==> src/rtl/spi_bridge_pkg.sv <==
// Shared types and constants for the SPI front-end to TinyQV peripheral-bus bridge.
package spi_bridge_pkg;
    typedef enum logic [1:0] {
        W_BYTE = 2'b00,
        W_HALF = 2'b01,
        W_WORD = 2'b10,
        W_NONE = 2'b11
    } txn_width_t;

    typedef enum logic [1:0] {
        S_IDLE,
        S_WRITE,
        S_READ
    } bridge_state_t;

    localparam logic [31:0] TIMEOUT_DATA = 32'hDEAD_BEEF;
    localparam logic [1:0]  BUS_IDLE     = 2'b11;

    // Bits of peripheral read data kept for a given access width.
    function automatic logic [31:0] width_mask(input txn_width_t w);
        case (w)
            W_BYTE:  return 32'h0000_00FF;
            W_HALF:  return 32'h0000_FFFF;
            default: return 32'hFFFF_FFFF;
        endcase
    endfunction
endpackage

==> src/rtl/rising_edge_detector.sv <==
// Rising-edge detector whose history only advances in enabled cycles.
module rising_edge_detector (
    input  logic clk,
    input  logic rstb,
    input  logic ena,
    input  logic d,
    output logic rise
);
    logic d_q;

    always_ff @(posedge clk or negedge rstb) begin
        if (!rstb)    d_q <= 1'b0;
        else if (ena) d_q <= d;
    end

    assign rise = d & ~d_q;
endmodule

==> src/rtl/spi_peri_bridge.sv <==
// Converts SPI register strobes into peripheral-bus writes and posted reads;
// a read frame returns the result of the previously completed read.
module spi_peri_bridge
    import spi_bridge_pkg::*;
#(
    parameter int ADDR_W  = 6,
    parameter int REG_W   = 32,
    parameter int TIMEOUT = 64
) (
    input  logic              clk,
    input  logic              rstb,
    input  logic              ena,
    input  logic [ADDR_W-1:0] reg_addr,
    input  logic [REG_W-1:0]  reg_data_o,
    input  logic              reg_data_o_dv,
    input  logic              reg_addr_v,
    input  logic              reg_rw,
    input  logic [1:0]        txn_width,
    output logic [REG_W-1:0]  reg_data_i,
    output logic [ADDR_W-1:0] per_address,
    output logic [REG_W-1:0]  per_data_in,
    output logic [1:0]        per_data_write_n,
    output logic [1:0]        per_data_read_n,
    input  logic [REG_W-1:0]  per_data_out,
    input  logic              per_data_ready,
    output logic              busy,
    output logic [1:0]        err
);
    bridge_state_t    state;
    txn_width_t       width, rd_width;
    logic [REG_W-1:0] pending;
    logic             pend_v;
    logic [7:0]       tcnt;
    logic             addr_rise;
    logic             unused_rw;

    assign width = txn_width_t'(txn_width);
    // Direction is already carried by which strobe fires.
    assign unused_rw = reg_rw;

    rising_edge_detector u_av_edge (
        .clk  (clk),
        .rstb (rstb),
        .ena  (ena),
        .d    (reg_addr_v),
        .rise (addr_rise)
    );

    always_ff @(posedge clk or negedge rstb) begin
        if (!rstb) begin
            state            <= S_IDLE;
            reg_data_i       <= '0;
            per_address      <= '0;
            per_data_in      <= '0;
            per_data_write_n <= BUS_IDLE;
            per_data_read_n  <= BUS_IDLE;
            busy             <= 1'b0;
            err              <= 2'b00;
            pending          <= '0;
            pend_v           <= 1'b0;
            tcnt             <= '0;
            rd_width         <= W_NONE;
        end else if (ena) begin
            // Hand-off to the transmit buffer only between frames; a capture
            // later in this block wins over the clear.
            if (pend_v && !reg_addr_v) begin
                reg_data_i <= pending;
                pend_v     <= 1'b0;
            end
            if (state != S_IDLE && (reg_data_o_dv || addr_rise))
                err[1] <= 1'b1;

            case (state)
                S_IDLE: begin
                    if (reg_data_o_dv) begin
                        if (addr_rise) err[1] <= 1'b1;
                        if (width != W_NONE) begin
                            state            <= S_WRITE;
                            per_address      <= reg_addr;
                            per_data_in      <= reg_data_o;
                            per_data_write_n <= width;
                            busy             <= 1'b1;
                        end
                    end else if (addr_rise) begin
                        if (width == W_NONE) begin
                            pending <= '0;
                            pend_v  <= 1'b1;
                        end else begin
                            state           <= S_READ;
                            per_address     <= reg_addr;
                            per_data_read_n <= width;
                            rd_width        <= width;
                            tcnt            <= '0;
                            busy            <= 1'b1;
                        end
                    end
                end
                S_WRITE: begin
                    state            <= S_IDLE;
                    per_data_write_n <= BUS_IDLE;
                    busy             <= 1'b0;
                end
                S_READ: begin
                    if (per_data_ready) begin
                        pending         <= per_data_out & REG_W'(width_mask(rd_width));
                        pend_v          <= 1'b1;
                        state           <= S_IDLE;
                        per_data_read_n <= BUS_IDLE;
                        busy            <= 1'b0;
                    end else begin
                        tcnt <= tcnt + 8'd1;
                        if (tcnt == 8'(TIMEOUT - 1)) begin
                            pending         <= REG_W'(TIMEOUT_DATA);
                            pend_v          <= 1'b1;
                            err[0]          <= 1'b1;
                            state           <= S_IDLE;
                            per_data_read_n <= BUS_IDLE;
                            busy            <= 1'b0;
                        end
                    end
                end
                default: state <= S_IDLE;
            endcase
        end
    end
endmodule
==> config.mk <==
export PLATFORM = sky130hd
export DESIGN_NAME = spi_peri_bridge
export DESIGN_NICKNAME = d
export VERILOG_FILES = /design/src/rtl/spi_bridge_pkg.sv /design/src/rtl/rising_edge_detector.sv /design/src/rtl/spi_peri_bridge.sv
export SDC_FILE = /design/constraint.sdc
export NUM_CORES = 1
export LEC_CHECK = 0
export ABC_AREA = 1
export BUFFER_PORTS_ARGS = -buffer_cell sky130_fd_sc_hd__buf_2
export CORE_MARGIN = 3
export CORE_UTILIZATION = 35
export DETAILED_ROUTE_END_ITERATION = 8
export PLACE_DENSITY = 0.58
export SYNTH_ARGS = -nofsm -noshare
export SYNTH_HDL_FRONTEND = slang
export SYNTH_SLANG_ARGS = --single-unit
==> constraint.sdc <==
create_clock -name clk -period 4 [get_ports clk]
set_input_delay 0.4 -clock clk [delete_from_list [all_inputs] [get_ports clk]]
set_output_delay 0.4 -clock clk [all_outputs]
set_load 0.01 [all_outputs]
Word level (Yosys, flattened, before mapping). Index checks and enable logic that the tools add are counted.

$add $sub $neg: 1. Eq/ne operators: 19. Muxes and demuxes: 53. Bitwise operators: 6. Reductions and logical operators: 22.

Operators by type and width (count): 32-bit 2-to-1 mux (8); 32-bit case mux with 2 select lines (2); 32-bit AND (1); 8-bit 2-to-1 mux (4); 2-bit 2-to-1 mux (13); 6-bit 2-to-1 mux (4); 6-bit AND reduction (4); 2-bit != test (second input constant) (9); 1-bit 2-to-1 mux (16); 8-bit case mux with 2 select lines (1); 5-bit AND reduction (3); 3-bit != test (second input constant) (4); 2-bit case mux with 2 select lines (3); 4-bit AND reduction (3); 8-bit by 1-bit adder with 8-bit output (second input constant) (1); 8-bit by 6-bit equality test with 1-bit output (second input constant) (1); 2-bit nonzero test (4); 2-bit by 1-bit equality test with 1-bit output (second input constant) (2); 2-bit equality test (second input constant) (2); 2-bit logical NOT (2); 1-bit NOT (4); 1-bit case mux with 3 select lines (1); 3-bit nonzero test (1); 1-bit logical AND (2); 6 further kinds (6).

Flip-flop bits (word level): 123.

Longest topological paths before layout. Gate-level depths: netlist (run 1).

Depth in word-level cells: 8. Depth in mapped cells: 11. Gate-level depth less buffers: 10.

Cells and area by module. From an unflattened synthesis (run 1), not the netlist that was laid out.

Cell total of the unflattened synthesis: 476. Area, all modules: 5572.8 sq um.

By module, submodules not included: spi_peri_bridge (times used 1, cells an instance 469, area an instance 5522.8 sq um, seq. area each 3060.4 sq um); rising_edge_detector (times used 1, cells an instance 7, area an instance 50.0 sq um, seq. area each 25.0 sq um).

Worst setup path after synthesis (run 1). Ideal clock, no wire load.

Kind: flip-flop to flip-flop. Start point: register state[0]. End point: register pending[10]. Setup time: 0.116 ns. Arrival time: 1.417 ns. Required time: 3.884 ns. Path slack: 2.467 ns. Stages on the path, launching flop included: 12. Buffers on the path: 1. Path through: dfrtp_1 -> inv_1 -> ha_1 -> nand2_1 -> nand2_1 -> nor2_2 -> inv_2 -> nor2_4 -> nand2_2 -> buf_6 -> nand2_1 -> nand2_1.

Word-level cells in the longest chain between the ends: 3. Elaborated cells on any way between the ends: 9. Classes of those cells: eq/ne (5); mux (1); reduce/logical (3).

RTL lines: start: declaration (RTL line spi_peri_bridge.sv:29) `bridge_state_t state;`; start signal: assignment (RTL line spi_peri_bridge.sv:51) `state <= S_IDLE;`; start signal: assignment (RTL line spi_peri_bridge.sv:78) `state <= S_WRITE;`; start signal: assignment (RTL line spi_peri_bridge.sv:89) `state <= S_READ;`; 2-bit equality test or 2-bit logical NOT (tied branches) (RTL line spi_peri_bridge.sv:73) `case (state)`; 3-bit != test (no source line), or another cell as far along; 6-bit AND reduction (no source line); end signal: assignment (RTL line spi_peri_bridge.sv:105) `pending <= per_data_out & REG_W'(width_mask(rd_width));`; end signal: assignment (RTL line spi_peri_bridge.sv:113) `pending <= REG_W'(TIMEOUT_DATA);`; end: declaration (RTL line spi_peri_bridge.sv:31) `logic [REG_W-1:0] pending;`.

Parallel ways exist; a longest one is shown, timed or not. A chain may end at the register's enable or synchronous reset.

Worst setup path in the final report (run 1).
Start point: register state[0]. End point: register pending[14].

Same word-level chain as after synthesis.

==> impl_metrics.tcl, run 1 <==
set metrics [dict create \
    synthToLayoutAreaGrowth_pct 28.6 \
    final_common_cell "nand2_1" \
    grt.overflow.total 0 \
    synth_fp_nets 695 \
    hold_viol_final 5 \
    yosys_warnings 0 \
    hold_path.class "in2async" \
    fin_nets 843 \
    die_h_microns 131 \
    track_usage 0.165 \
    synth_area_leaders "dfrtp_1 (53%), nand2_1 (16%), nand3_1 (9.0%)" \
    grt_pass1_vias 4637 \
    violations "negative hold slack" \
    period_needed_ns 2.82 \
    cts_max_path_buffers 2 \
    crit_family "simple AND/OR/NAND/NOR gates" \
    cts_max_level 4 \
    clkLatencyLatePin_ns 0.41 \
    worstPathCellList "inv_1 > ha_1 > inv_1 > nor2_2 > nand2_2 > nand2_2 > nand2_1 > nand2_1" \
    place_congestion 0.781 \
    slowest_delay_ns 0.76 \
    rsz0062_at_grt "no" \
    critPathArrivalTime_ns 3.17 \
    max_slew_margin 0.321 \
    finClkSkew_ns 0.00725 \
    final_cell_mix "nand2_1 (235), buf_2 (153), dfrtp_1 (117)" \
    grt_pass1_wl_microns 23200 \
    via_per_inst 4.71 \
    crit_fanout 41 \
    hpwlAfterDp_microns 9250 \
    fin_area_sq_mm 0.00705 \
    grt_max_degree 50 \
    avgSynthCellArea_sq_um 8.95 \
    power_leakage_nw 3.94 \
    endpoint_kind "flip-flop" \
    status "finished, violations left" \
    netlist-cell-type-count 28 \
    dp_slack_ns 1.20 \
    powerDensity_mw_per_mm2 735 \
    synth_largest_area_cell "dfrtp_1" \
    cts_tree "done" \
    fmax_ghz 0.354 \
    ioPinCount 156 \
    clock-root-buffer "clkbuf_16" \
    setup.worst_path.class "reg2reg" \
    start_util 0.359 \
    hold_buffers 0 \
    holdWs_ns -0.0112 \
    finalSetupTns_ns 0 \
    post_cts_resized 0 \
    wire_per_inst_microns 13.9 \
    crit_buf_inv 2 \
    slowest_stage "nand2_2" \
    core_sq_mm 0.0153 \
    path_clk_slew_ns 0.06 \
    critPathRequiredTime_ns 4.34 \
    ys_ff_latch 123 \
    antennaDiodeCount 0 \
    ir_worst_vdd_uv 268 \
    post-route-period-util 0.706 \
    io_buffers 154 \
    drive_gt1_frac 0.312 \
    synth.top_cell.area_share 0.534 \
    ys_seq_area_frac 0.563 \
    r2r_start "state[0]$_DFFE_PN0P_" \
    die_area_sq_mm 0.0172 \
    fin_ws_ns 1.18 \
    cts_buffers 17 \
    cts_setup_buffers 0 \
    route.detailed.drc 0 \
    wirelength_microns 13600 \
    slew_viol_final 0 \
    cts.sinks 123 \
    firstDrtPassIters 4 \
    setup_viol 0 \
    drt_iter0_markers 284 \
    antenna_found_initial 0 \
    dpl_cell_area_sq_mm 0.00638 \
    synth_area_sq_mm 0.00548 \
    synth_cells 612 \
    row_count 45 \
    die_x_microns 131 \
    worst_pin_slew_ns 1.02 \
    cp-startpoint "state[0]$_DFFE_PN0P_" \
    critPathLaunchType "flip-flop" \
    vias 4637 \
    antenna_left 0 \
    maxCapViolCount 0 \
]
[cells in the mapped netlist]
cell type  count
a21boi_0       1
buf_6          3
xnor2_1        1
nand2_2        3
nand4_1        2
dfstp_2        6
a31o_2         1
mux2_1         1
ha_1           4
inv_1         23
nand2_1      235
mux2_2        31
buf_4          5
nor2_2         5
o21ai_0       13
nand3_1       99
nor2_1        25
clkbuf_1       7
nor2_4         1
a21oi_1        4
nor3b_1        2
nand3_2        1
inv_2          2
xor2_1         2
nand3b_1       1
dfrtp_1      117
o21bai_1       1
buf_2         16
[registers in the layout, summed over array words and instances, names as in the netlist, 2 cells and up]
register / flops
err: 2
pending: 32
per_address: 6
per_data_in: 32
per_data_read_n: 2
per_data_write_n: 2
rd_width: 2
reg_data_i: 32
state: 2
tcnt: 8
[per-stage QoR]
stage	std cells	util	total power, W	hold slack, ns
floorplan	612	-	0.00289	0.104
global placement	952	0.418	0.00348	0.451
detailed placement	952	0.418	0.00352	0.449
CTS	984	0.462	0.00526	0.0184
global route	984	0.462	0.00554	0.0229
finish	984	0.462	0.00518	-0.0112
[layer usage]
metal | GRT usage | wire (microns) | part of all wire | up-vias
met5 | 0 | 0 | 0 | -
met4 | 0.0543 | 158 | 0.012 | 0
met3 | 0.0613 | 1050 | 0.077 | 13
met2 | 0.264 | 6260 | 0.46 | 151
met1 | 0.207 | 6170 | 0.45 | 2202
li1 | - | - | - | 2271
[path summary, 6_finish.rpt]
kind / endpoint / slack, ns / cells after the start
min in group clk: per_address[0]$_DFFE_PN0P_ / 0.22 / 3
max in group asynchronous: per_address[4]$_DFFE_PN0P_ / 3.04 / 2
worst min register to register: busy$_DFFE_PN0P_ / 0.46 / 2
worst max-delay path: pending[14]$_DFFE_PN0P_ / 1.18 / 8
worst min-delay path: reg_data_i[11]$_DFFE_PN0P_ / -0.01 / 1
worst max register to register: pending[14]$_DFFE_PN0P_ / 1.18 / 8
[layout make-up]
type,instances,area [sq um]
clock buffer,21,470
clock inverter,11,190
fill,1478,8210
inverter,25,93.8
multi-input combinational,433,2120
sequential,123,3090
tap,211,264
timing repair buffer,160,818
[power by group]
part / switching, W / internal, W / total (W)
logic: 0.000908 / 0.000586 / 0.00149
clock network: 0.000553 / 0.00115 / 0.00171
registers: 0.000262 / 0.00172 / 0.00198
[cells by family after synthesis]
logic type,count (synthesis),share of synthesized area
buffers and inverters,56,0.0495
AO/OA/AOI/OAI,20,0.0199
adder cells (fa/ha/maj),4,0.00913
flip-flops,123,0.563
XOR/XNOR,3,0.00480
multiplexers,32,0.0658
AND/OR/NAND/NOR,374,0.288
Note: power is estimated with default switching activity, not from simulation.
==> run 2: changes to the inputs <==
==> constraint.sdc (replaced) <==
create_clock -name clk -period 2.7 [get_ports clk]
set_input_delay 0.27 -clock clk [delete_from_list [all_inputs] [get_ports clk]]
set_output_delay 0.27 -clock clk [all_outputs]
set_load 0.01 [all_outputs]
==> run 2 against run 1 <==
Effect of this change: the run now ends clean; wire length up 3.1%; clock skew about the same; sequential power rose by 48%; sequential share of layout area is 0.21 points higher; core utilization fell by 0.22 points; maximum frequency rose by 37%; largest cell class unchanged.
==> impl_metrics.tcl, run 2 (same netlist as run 1, synthesis figures left out) <==
set metrics [dict create \
    wirelength_microns 14100 \
    worst_pin_slew_ns 0.760 \
    critPathRequiredTime_ns 3.00 \
    grt_util_met3 0.0613 \
    slew_viol_final 0 \
    endpoint_kind "flip-flop" \
    route.detailed.drc 0 \
    antenna_left 0 \
    hpwlAfterDp_microns 9640 \
    powerDensity_mw_per_mm2 1050 \
    switching_share 0.350 \
    fin_nets 848 \
    crit_buf_inv 3 \
    slowest_delay_ns 0.57 \
    cts_setup_buffers 0 \
    finClkSkew_ns 0.00705 \
    crit_family "buffers and inverters" \
    crit_path_frequent_cell "inv_1" \
    use_met2 0.269 \
    drive_gt1_frac 0.316 \
    fin_ws_ns 0.634 \
    ir_worst_vdd_uv 540 \
    drt_iter0_markers 311 \
    cts_buffers 17 \
    max_slew_margin 0.493 \
    fillers 1510 \
    vias 4682 \
    dp_slack_ns 0.657 \
    grt_busiest_layer "met2" \
    r2r_start "state[0]$_DFFE_PN0P_" \
    die_x_microns 131 \
    crit_fanout 24 \
    finalSetupTns_ns 0 \
    grt.overflow.total 0 \
    dpl_cell_area_sq_mm 0.00643 \
    dp.cells 956 \
    post-route-period-util 0.765 \
    fmax_ghz 0.484 \
    place_congestion 0.781 \
    cts_max_path_buffers 2 \
    min_from "reg_data_o[12]" \
    start_util 0.359 \
    p_switching_w 0.00258 \
    firstDrtPassIters 5 \
    setup.worst_path.class "reg2reg" \
    die_h_microns 131 \
    reg_top3 "pending (32), per_data_in (32), reg_data_i (32)" \
    final_cell_mix "nand2_1 (235), buf_2 (153), dfrtp_1 (117)" \
    finalNonFillerCells 989 \
    clockPowerShare 0.296 \
    wire_per_inst_microns 14.2 \
    grt_pass1_wl_microns 23500 \
    cts_max_level 4 \
    synthToLayoutAreaGrowth_pct 27.9 \
    p_comb_frac 0.305 \
    maxCapViolCount 0 \
    holdWs_ns 0.0868 \
    post_cts_resized 0 \
    fin_area_sq_mm 0.00701 \
    cts.sinks 123 \
    cp-startpoint "state[0]$_DFFE_PN0P_" \
    power_leakage_nw 3.92 \
    row_count 45 \
    power_frac_seq 0.399 \
    grtUsageMet1 0.213 \
    track_usage 0.167 \
    cts_tree "done" \
    io_buffers 154 \
    grt_pass1_vias 4671 \
    path_clk_slew_ns 0.06 \
    power.internal_w 0.00478 \
    clock-root-buffer "clkbuf_16" \
    final_common_cell "nand2_1" \
    grt_max_degree 45 \
    hold_viol_final 0 \
    period_needed_ns 2.07 \
    rsz0062_at_grt "no" \
    antennaDiodeCount 0 \
    die_area_sq_mm 0.0172 \
    status "complete, no violations" \
    core_sq_mm 0.0153 \
    critPathArrivalTime_ns 2.36 \
    hold_path.class "in2reg" \
    ioPinCount 156 \
    critPathLaunchType "flip-flop" \
    clkLatencyLatePin_ns 0.41 \
    via_per_inst 4.73 \
    antenna_found_initial 0 \
    slowest_stage "inv_1" \
    setup_viol 0 \
    worstPathCellList "inv_1 > ha_1 > inv_1 > nor2_2 > inv_1 > o21ai_0 > nand3_1 > nand2_1" \
]
[run 2: changes by cell type in the layout (fill, tap and decap cells not counted), sizes merged]
cell	previous run	this run
clkinvlp	1	4
clkinv	5	6
buf	160	164
bufinv	5	1
dlygate4sd3	0	1
[run 2: layout make-up]
class	instances	area [sq um]	share of cell area
Timing Repair Buffer	165	871	0.124
Sequential cell	123	3090	0.440
Clock inverter	11	93.8	0.0134
Clock buffer	21	480	0.0685
Inverter	25	93.8	0.0134
Tap cell	211	264	0.0377
Multi-Input combinational cell	433	2120	0.303
[run 2: tightest hold or removal path, stage by stage]
cell and delay, ns:
buf_2 0.08, nand3_1 0.07, nand2_1 0.06
[run 2: layer usage]
| layer | vias up | wire length, microns |
|---|---|---|
| li1 | 2277 | - |
| met1 | 2225 | 6230 |
| met2 | 168 | 6620 |
| met3 | 12 | 1070 |
| met4 | 0 | 138 |
| met5 | - | 0 |
[run 2: through the flow]
stage,power (W),utilization
detailed placement,0.00524,0.421
global placement,0.00516,0.421
global route,0.00788,0.460
floorplan,0.00429,-
CTS,0.00746,0.460
finish,0.00735,0.460
[run 2: repair_timing]
action	in CTS	in global routing
endpoints found under the setup margin	0	0
endpoints found under the hold margin	27	0
hold buffers	1	0
[run 2: final timing paths]
path	endpoint	slack, ns	cells after the start
max in group asynchronous	rd_width[1]$_DFFE_PN1P_	1.59	3
min in group asynchronous	reg_data_i[12]$_DFFE_PN0P_	0.35	2
hold reg to reg	per_data_in[1]$_DFFE_PN0P_	0.46	2
hold / removal	per_data_in[12]$_DFFE_PN0P_	0.09	3
setup / recovery	pending[9]$_DFFE_PN0P_	0.63	8
setup reg to reg	pending[9]$_DFFE_PN0P_	0.63	8
[run 2: power groups by stage]
stage	logic, W	registers, W	clock network, W
2_1_floorplan	0.00116	0.00313	0
3_3_place_gp	0.00223	0.00293	0
3_5_place_dp	0.00229	0.00295	0
4_1_cts	0.00229	0.00294	0.00224
5_1_grt	0.00253	0.00302	0.00233
6_report	0.00225	0.00293	0.00218
